`config.mk`:
```
export PLATFORM = sky130hd
export DESIGN_NAME = mem_req_arbiter
export DESIGN_NICKNAME = d
export VERILOG_FILES = /design/src/rtl/mem_req_arbiter.sv
export SDC_FILE = /design/constraint.sdc
export NUM_CORES = 1
export LEC_CHECK = 0
export ABC_CLOCK_PERIOD_IN_PS = 2100
export CAP_MARGIN = 20
export CORE_AREA = 2 2 106 108
export DETAILED_ROUTE_END_ITERATION = 7
export DIE_AREA = 0 0 108 110
export SLEW_MARGIN = 30
export SYNTH_ARGS = -nofsm -noshare
export SYNTH_HDL_FRONTEND = slang
export SYNTH_SLANG_ARGS = --single-unit
```
`constraint.sdc`:
```
create_clock -name clk -period 2.1 [get_ports clk]
set_clock_uncertainty 0.15 [all_clocks]
set_input_delay 0.42 -clock clk [delete_from_list [all_inputs] [get_ports clk]]
set_output_delay 0.42 -clock clk [all_outputs]
set_load 0.005 [all_outputs]
```
`src/rtl/mem_req_arbiter.sv`:
```
// Shares one pipelined SRAM-like port between the instruction and data interfaces.
// Responses return in order and are steered back to their owner by a tag FIFO.
module mem_req_arbiter #(
    parameter int DEPTH = 2,
    parameter int PTR_W = 1
) (
    input  logic             clk,
    input  logic             resetn,
    input  logic             inst_req,
    input  logic [31:0]      inst_addr,
    output logic             inst_addr_ok,
    output logic [31:0]      inst_rdata,
    output logic             inst_data_ok,
    input  logic             data_req,
    input  logic             data_wr,
    input  logic [1:0]       data_size,
    input  logic [31:0]      data_addr,
    input  logic [31:0]      data_wdata,
    output logic             data_addr_ok,
    output logic [31:0]      data_rdata,
    output logic             data_data_ok,
    output logic             mem_req,
    output logic             mem_wr,
    output logic [1:0]       mem_size,
    output logic [31:0]      mem_addr,
    output logic [31:0]      mem_wdata,
    input  logic             mem_addr_ok,
    input  logic [31:0]      mem_rdata,
    input  logic             mem_data_ok,
    output logic [PTR_W:0]   outstanding,
    output logic             err
);

    logic [PTR_W:0]   count;
    logic [PTR_W-1:0] wr_ptr;
    logic [PTR_W-1:0] rd_ptr;
    logic [DEPTH-1:0] tags;
    logic             lock;
    logic             lock_owner;
    logic             err_q;

    logic             grant_valid;
    logic             grant_data;
    logic             grant_req;
    logic             can_issue;
    logic             issue;
    logic             accept;
    logic             have;
    logic             pop;
    logic             head;

    // A pending (not yet accepted) request pins the grant to its owner.
    always_comb begin
        grant_valid = 1'b0;
        grant_data  = 1'b0;
        if (lock) begin
            grant_valid = 1'b1;
            grant_data  = lock_owner;
        end else if (data_req) begin
            grant_valid = 1'b1;
            grant_data  = 1'b1;
        end else if (inst_req) begin
            grant_valid = 1'b1;
        end
    end

    assign grant_req = grant_valid && (grant_data ? data_req : inst_req);
    assign can_issue = count < (PTR_W+1)'(DEPTH);
    assign issue     = resetn && can_issue && grant_req;
    assign accept    = issue && mem_addr_ok;
    assign have      = count != '0;
    assign pop       = resetn && mem_data_ok && have;
    assign head      = tags[rd_ptr];

    always_comb begin
        mem_wr    = 1'b0;
        mem_size  = 2'd0;
        mem_addr  = 32'd0;
        mem_wdata = 32'd0;
        if (resetn && grant_valid) begin
            if (grant_data) begin
                mem_wr    = data_wr;
                mem_size  = data_size;
                mem_addr  = data_addr;
                mem_wdata = data_wdata;
            end else begin
                mem_size  = 2'd2;
                mem_addr  = inst_addr;
            end
        end
    end

    assign mem_req      = issue;
    assign inst_addr_ok = accept && !grant_data;
    assign data_addr_ok = accept && grant_data;
    assign inst_data_ok = pop && !head;
    assign data_data_ok = pop && head;
    assign inst_rdata   = resetn ? mem_rdata : 32'd0;
    assign data_rdata   = resetn ? mem_rdata : 32'd0;
    assign outstanding  = count;
    assign err          = err_q;

    always_ff @(posedge clk or negedge resetn) begin
        if (!resetn) begin
            count      <= '0;
            wr_ptr     <= '0;
            rd_ptr     <= '0;
            lock       <= 1'b0;
            lock_owner <= 1'b0;
            err_q      <= 1'b0;
        end else begin
            if (accept) begin
                wr_ptr <= (wr_ptr == PTR_W'(DEPTH-1)) ? '0 : wr_ptr + 1'b1;
            end
            if (pop) begin
                rd_ptr <= (rd_ptr == PTR_W'(DEPTH-1)) ? '0 : rd_ptr + 1'b1;
            end
            if (accept && !pop) begin
                count <= count + 1'b1;
            end else if (pop && !accept) begin
                count <= count - 1'b1;
            end
            // Lock releases on accept, or when the owner withdraws its request.
            if (accept) begin
                lock <= 1'b0;
            end else if (issue) begin
                lock       <= 1'b1;
                lock_owner <= grant_data;
            end else if (lock && !grant_req) begin
                lock <= 1'b0;
            end
            if (mem_data_ok && !have) begin
                err_q <= 1'b1;
            end
        end
    end

    always_ff @(posedge clk) begin
        if (accept) begin
            tags[wr_ptr] <= grant_data;
        end
    end

endmodule

```
### After elaboration in Yosys (flattened, before gate mapping)

Cells that the tools add are included.

| word-level totals | value |
|---|---|
| bits in registers | 9 |
| input bits | 137 |
| output and inout port bits | 139 |
| logic and storage cells | 69 |

| cells by class | value |
|---|---|
| $add $sub $neg | 4 |
| magnitude comparators | 4 |
| muxes and demuxes | 27 |
| bitwise operators | 1 |
| reductions and logical operators | 26 |

Operator list:

| operator | count |
|---|---|
| $mux W32 | 5 |
| $logic_and A1 B1 Y1 | 16 |
| $mux W1 | 16 |
| $mux W2 | 4 |
| $logic_not A1 Y1 | 6 |
| $lt A1 B2 Y1 const B | 2 |
| $reduce_bool A2 Y1 | 2 |
| $reduce_bool A3 Y1 | 1 |
| $add A1 B1 Y1 const B | 2 |
| $add A2 B1 Y2 const B | 1 |
| $bwmux W2 | 1 |
| $lt A2 B2 Y1 const B | 1 |
| $reduce_and A2 Y1 | 1 |
| $sub A2 B1 Y2 const B | 1 |
| $demux W1 S1 | 1 |
| $ge A1 B1 Y1 const B | 1 |
| $not A1 Y1 | 1 |

### Logic depth before layout (Yosys ltp)

| logic depth | value |
|---|---|
| depth in word-level cells | 10 |
| gate-level depth with buffers | 8 |
| mapped depth without buffers | 7 |

### Worst setup path before layout

No wires, ideal clock.

| path | value |
|---|---|
| path kind | input to output |
| start | in resetn |
| end | out inst_rdata[10] |
| arrival | 1355 ps |
| required time | 1530 ps |
| slack | 175 ps |
| cell stages on the path | 5 |
| buffers on the path | 4 |
| path through | clkbuf_1 > clkbuf_1 > clkbuf_1 > and2_1 > buf_4 |

| on the way | value |
|---|---|
| longest elaborated chain between the ends | 1 |

RTL lines:

| what | line | text |
|---|---|---|
| start, declared | 8 | `input logic resetn,` |
| $mux W32 | n/a |  |
| end, declared | 12 | `output logic [31:0] inst_rdata,` |

Every way passes these cells.

### Worst setup path after layout

| path | value |
|---|---|
| start | reg lock |
| end | out mem_wdata[18] |

| on the way | value |
|---|---|
| longest elaborated chain between the ends | 3 |
| elaborated cells on any way between the ends | 5 |
| classes of those cells | 4 x mux; 1 x reduce/logical |

RTL lines:

| what | line | text |
|---|---|---|
| start, declared | 38 | `logic lock;` |
| start signal, assigned | 108 | `lock <= 1'b0;` |
| start signal, assigned | 125 | `lock <= 1'b0;` |
| start signal, assigned | 127 | `lock <= 1'b1;` |
| $mux W1 | 56 | `if (lock) begin` |
| $mux W32 / $logic_and A1 B1 Y1 (equally long branches) | 81, 80 |  |
| $mux W32 (*) | 80 | `if (resetn && grant_valid) begin` |
| end, declared | 26 | `output logic [31:0] mem_wdata,` |

Every way passes the cells marked *; elsewhere a longest branch is shown, timed or not.

==> impl_metrics.env <==
export IMPL_dp_cells=649
export IMPL_route_met3_wl_um=898
export IMPL_wl_met2_um=6700
export IMPL_peakVddDrop_mv=0.401
export IMPL_synth_yosys_seq_area_share_pct=14.5
export IMPL_synth_edff_count=2
export IMPL_number_of_nets_in_the_synthesized_netlist=399
export IMPL_via_cell_ratio=4.25
export IMPL_grt_setup_unrepaired="true"
export IMPL_dominant_synthesized_flop_cell="dfrtp_1"
export IMPL_fp_dieW_um=108
export IMPL_synth_top_cells_by_count="nand2_1 (65), buf_4 (35), and3_1 (34)"
export IMPL_timing_final_hold_violations=0
export IMPL_postRouteWirelength_um=12900
export IMPL_cts_tree="done"
export IMPL_clock_root_buffer="clkbuf_8"
export IMPL_total_leakage_power_nw=3.14
export IMPL_die_h_um=110
export IMPL_dr_total_vias=3017
export IMPL_worst_slew_pin_slew_ns=0.469
export IMPL_finalNonFillerCells=710
export IMPL_grt_pass1_wl_um=16200
export IMPL_ys_ff_latch=9
export IMPL_timing_final_crit_period_ns=2.32
export IMPL_reg2reg_slack_ns=-0.18
export IMPL_violated_checks="setup timing"
export IMPL_layout_area_growth_over_synthesis_pct=256
export IMPL_detail_route_drc_violations=0
export IMPL_finish_net_count=709
export IMPL_io_pins=276
export IMPL_max_cap_violations=0
export IMPL_drive_above_1_share_pct=46.7
export IMPL_cts_clk_slew_worst_paths_ns=0.05
export IMPL_cellPowerDensity_nw_per_um2=517
export IMPL_detailedRoute_firstIterationViolations=116
export IMPL_highest_signal_layer="met4"
export IMPL_outcome="complete, but fails checks"
export IMPL_max_slew_margin_pct=68.3
export IMPL_clkLatencyLatePin_ns=0.23
export IMPL_synth_largest_area_cell="buf_4"
export IMPL_instance_area_at_placement_sq_um=4510
export IMPL_hold_buffers=0
export IMPL_cts_inserted_buffers=3
export IMPL_first_global_vias=2839
export IMPL_totalNegativeSetupSlack_ns=-10.23
export IMPL_synth_cell_types=29
export IMPL_grt_overflow_total=0
export IMPL_drt_first_pass_iters=4
export IMPL_ys_async_sr_fraction_pct=77.8
export IMPL_ys_warnings_count=0
export IMPL_synth_top_cell_area_share_pct=16.2
export IMPL_startpoint_type="flip-flop"
export IMPL_yosys_top_cells_area="buf_4 (16%), nand2_1 (15%), and3_1 (13%)"
export IMPL_routedWlPerCell_um=18.1
export IMPL_die_area_sq_um=11900
export IMPL_report_final_slew_viol_count=0
export IMPL_timing_final_setup_violations=71
export IMPL_ant_nets=0
export IMPL_ff_to_ff_start="lock"
export IMPL_cts_root_to_sink_buffers=2
export IMPL_wl_met1_um=5140
export IMPL_hp_class="in -> async"
export IMPL_post_syn_instances=261
export IMPL_placeableCoreArea_sq_um=10700
export IMPL_finalInstanceArea_sq_um=5790
export IMPL_post_synth_instance_area_sq_um=1630
export IMPL_layout_worst_path_cycle_share_pct=111
export IMPL_rows=38
export IMPL_cts_sinks=9
export IMPL_critPathKind="reg -> out"
export IMPL_largest_net_degree_at_the_start_of_global_routing=25
export IMPL_post_route_worst_setup_slack_ns=-0.224
export IMPL_initial_antenna_violation_count=0
export IMPL_worstSetupEndpointType="primary output"
export IMPL_antenna_diode_count=0
export IMPL_place_congestion=0.798
export IMPL_worst_endpoint_arrival_ns=1.75
export IMPL_utilization_pct=54.1
export IMPL_path_max_fanout=8
export IMPL_dominant_cell_by_count_in_the_synthesized_netlist="nand2_1"
export IMPL_io_buffer_count=275
export IMPL_cts_htree_levels=1
export IMPL_timing_critical_path_required_ns=1.53
export IMPL_post_route_worst_hold_slack_ns=0.127
export IMPL_syn_mean_instance_area_sq_um=6.23
export IMPL_worstReg2RegEnd="outstanding[1]"
export IMPL_detailed_place_hpwl_um=8290
export IMPL_worstRegToRegCells=12
export IMPL_fmax_mhz=430
export IMPL_grt_total_usage_pct=17.4
export IMPL_initial_cell_density_of_the_core_pct=15.2
-- worst max path at each step --
| stage | start | end | cells after the start |
|---|---|---|---|
| after detailed placement | data_req | mem_addr[10] | 7 |
| after global placement | data_req | mem_addr[0] | 7 |
| after CTS | lock | mem_addr[0] | 8 |
| after floorplan | resetn | inst_rdata[10] | 5 |
| final | lock | mem_wdata[18] | 8 |
| after global routing | lock | data_addr_ok | 8 |
-- routing by layer --
metal	GRT usage (%)	vias to the layer above
met4	2.47	0
met3	3.23	10
met5	0	-
li1	-	1448
met2	31.0	125
met1	22.5	1434
-- area by class of cell --
type | instances | area, sq um
well taps | 140 | 175
repair buffers | 358 | 3790
clock buffers | 3 | 41.3
multi-input cells | 196 | 1530
fillers | 952 | 4910
inverters | 3 | 16.3
clock inverters | 1 | 5.00
flip-flops and latches | 9 | 235
-- layout by cell type, fill, tap and decap left out, types with 7 or more instances in the layout --
master | netlist | layout
dlymetal6s2s_1 | 0 | 45
dfrtp_1 | 7 | 7
buf_2 | 3 | 38
dlygate4sd2_1 | 0 | 12
buf_12 | 0 | 11
a21oi_2 | 0 | 27
and3_4 | 0 | 30
and2_1 | 32 | 30
clkdlybuf4s50_1 | 0 | 144
buf_6 | 0 | 54
buf_4 | 35 | 32
nor2_1 | 11 | 7
nand2_4 | 0 | 9
nand2_1 | 65 | 34
nand2_2 | 0 | 22
-- state kept, by name, summed over array words and instances (netlist names) --
signal / flops
tags: 2
rd_ptr: 1
err: 1
lock_owner: 1
wr_ptr: 1
outstanding: 2
lock: 1
-- worst max-delay path, stage by stage (launching register included) --
cell     delay, ns
dfrtp_1       0.38
buf_6         0.12
mux2i_4       0.26
inv_4         0.06
buf_12        0.15
buf_12        0.13
buf_6         0.11
and3_4        0.17
buf_6         0.11
-- per-stage QoR --
step           power, mW  setup WS, ns
6_report            2.99        -0.224
5_1_grt             3.16        -0.279
3_3_place_gp        1.93        -0.610
4_1_cts             2.67        -0.292
3_5_place_dp        1.94        -0.642
2_1_floorplan      0.904         0.175
-- report_power, final --
part | internal [mW] | switching (mW) | total, mW | leakage (nW)
registers | 0.244 | 0.0624 | 0.306 | 0.0990
clock network | 0.130 | 0.0728 | 0.202 | 0.0255
logic | 1.50 | 0.979 | 2.48 | 3.02
total | 1.88 | 1.11 | 2.99 | 3.14
-- repair_timing --
item / 4_1_cts / 5_1_grt
hold endpoints to repair: 0 / 0
endpoints found under the setup margin: 118 / 126
pin swaps: 18 / 48
resized for setup: 390 / 148
gates cloned: 10 / 5
setup buffers: 29 / 20
-- cells by family (layout without fill, tap and decap cells) --
logic type / count (synthesis) / in the layout / share of synthesized area (%)
flip-flops: 9 / 9 / 14.5
buffers and inverters: 56 / 365 / 21.2
XOR/XNOR: 5 / 5 / 2.69
AND/OR/NAND/NOR: 148 / 148 / 45.6
adder cells (fa/ha/maj): 1 / 1 / 0.769
multiplexers: 2 / 2 / 1.46
AO/OA/AOI/OAI: 40 / 40 / 13.8
Note: power is estimated with default switching activity, not from simulation.
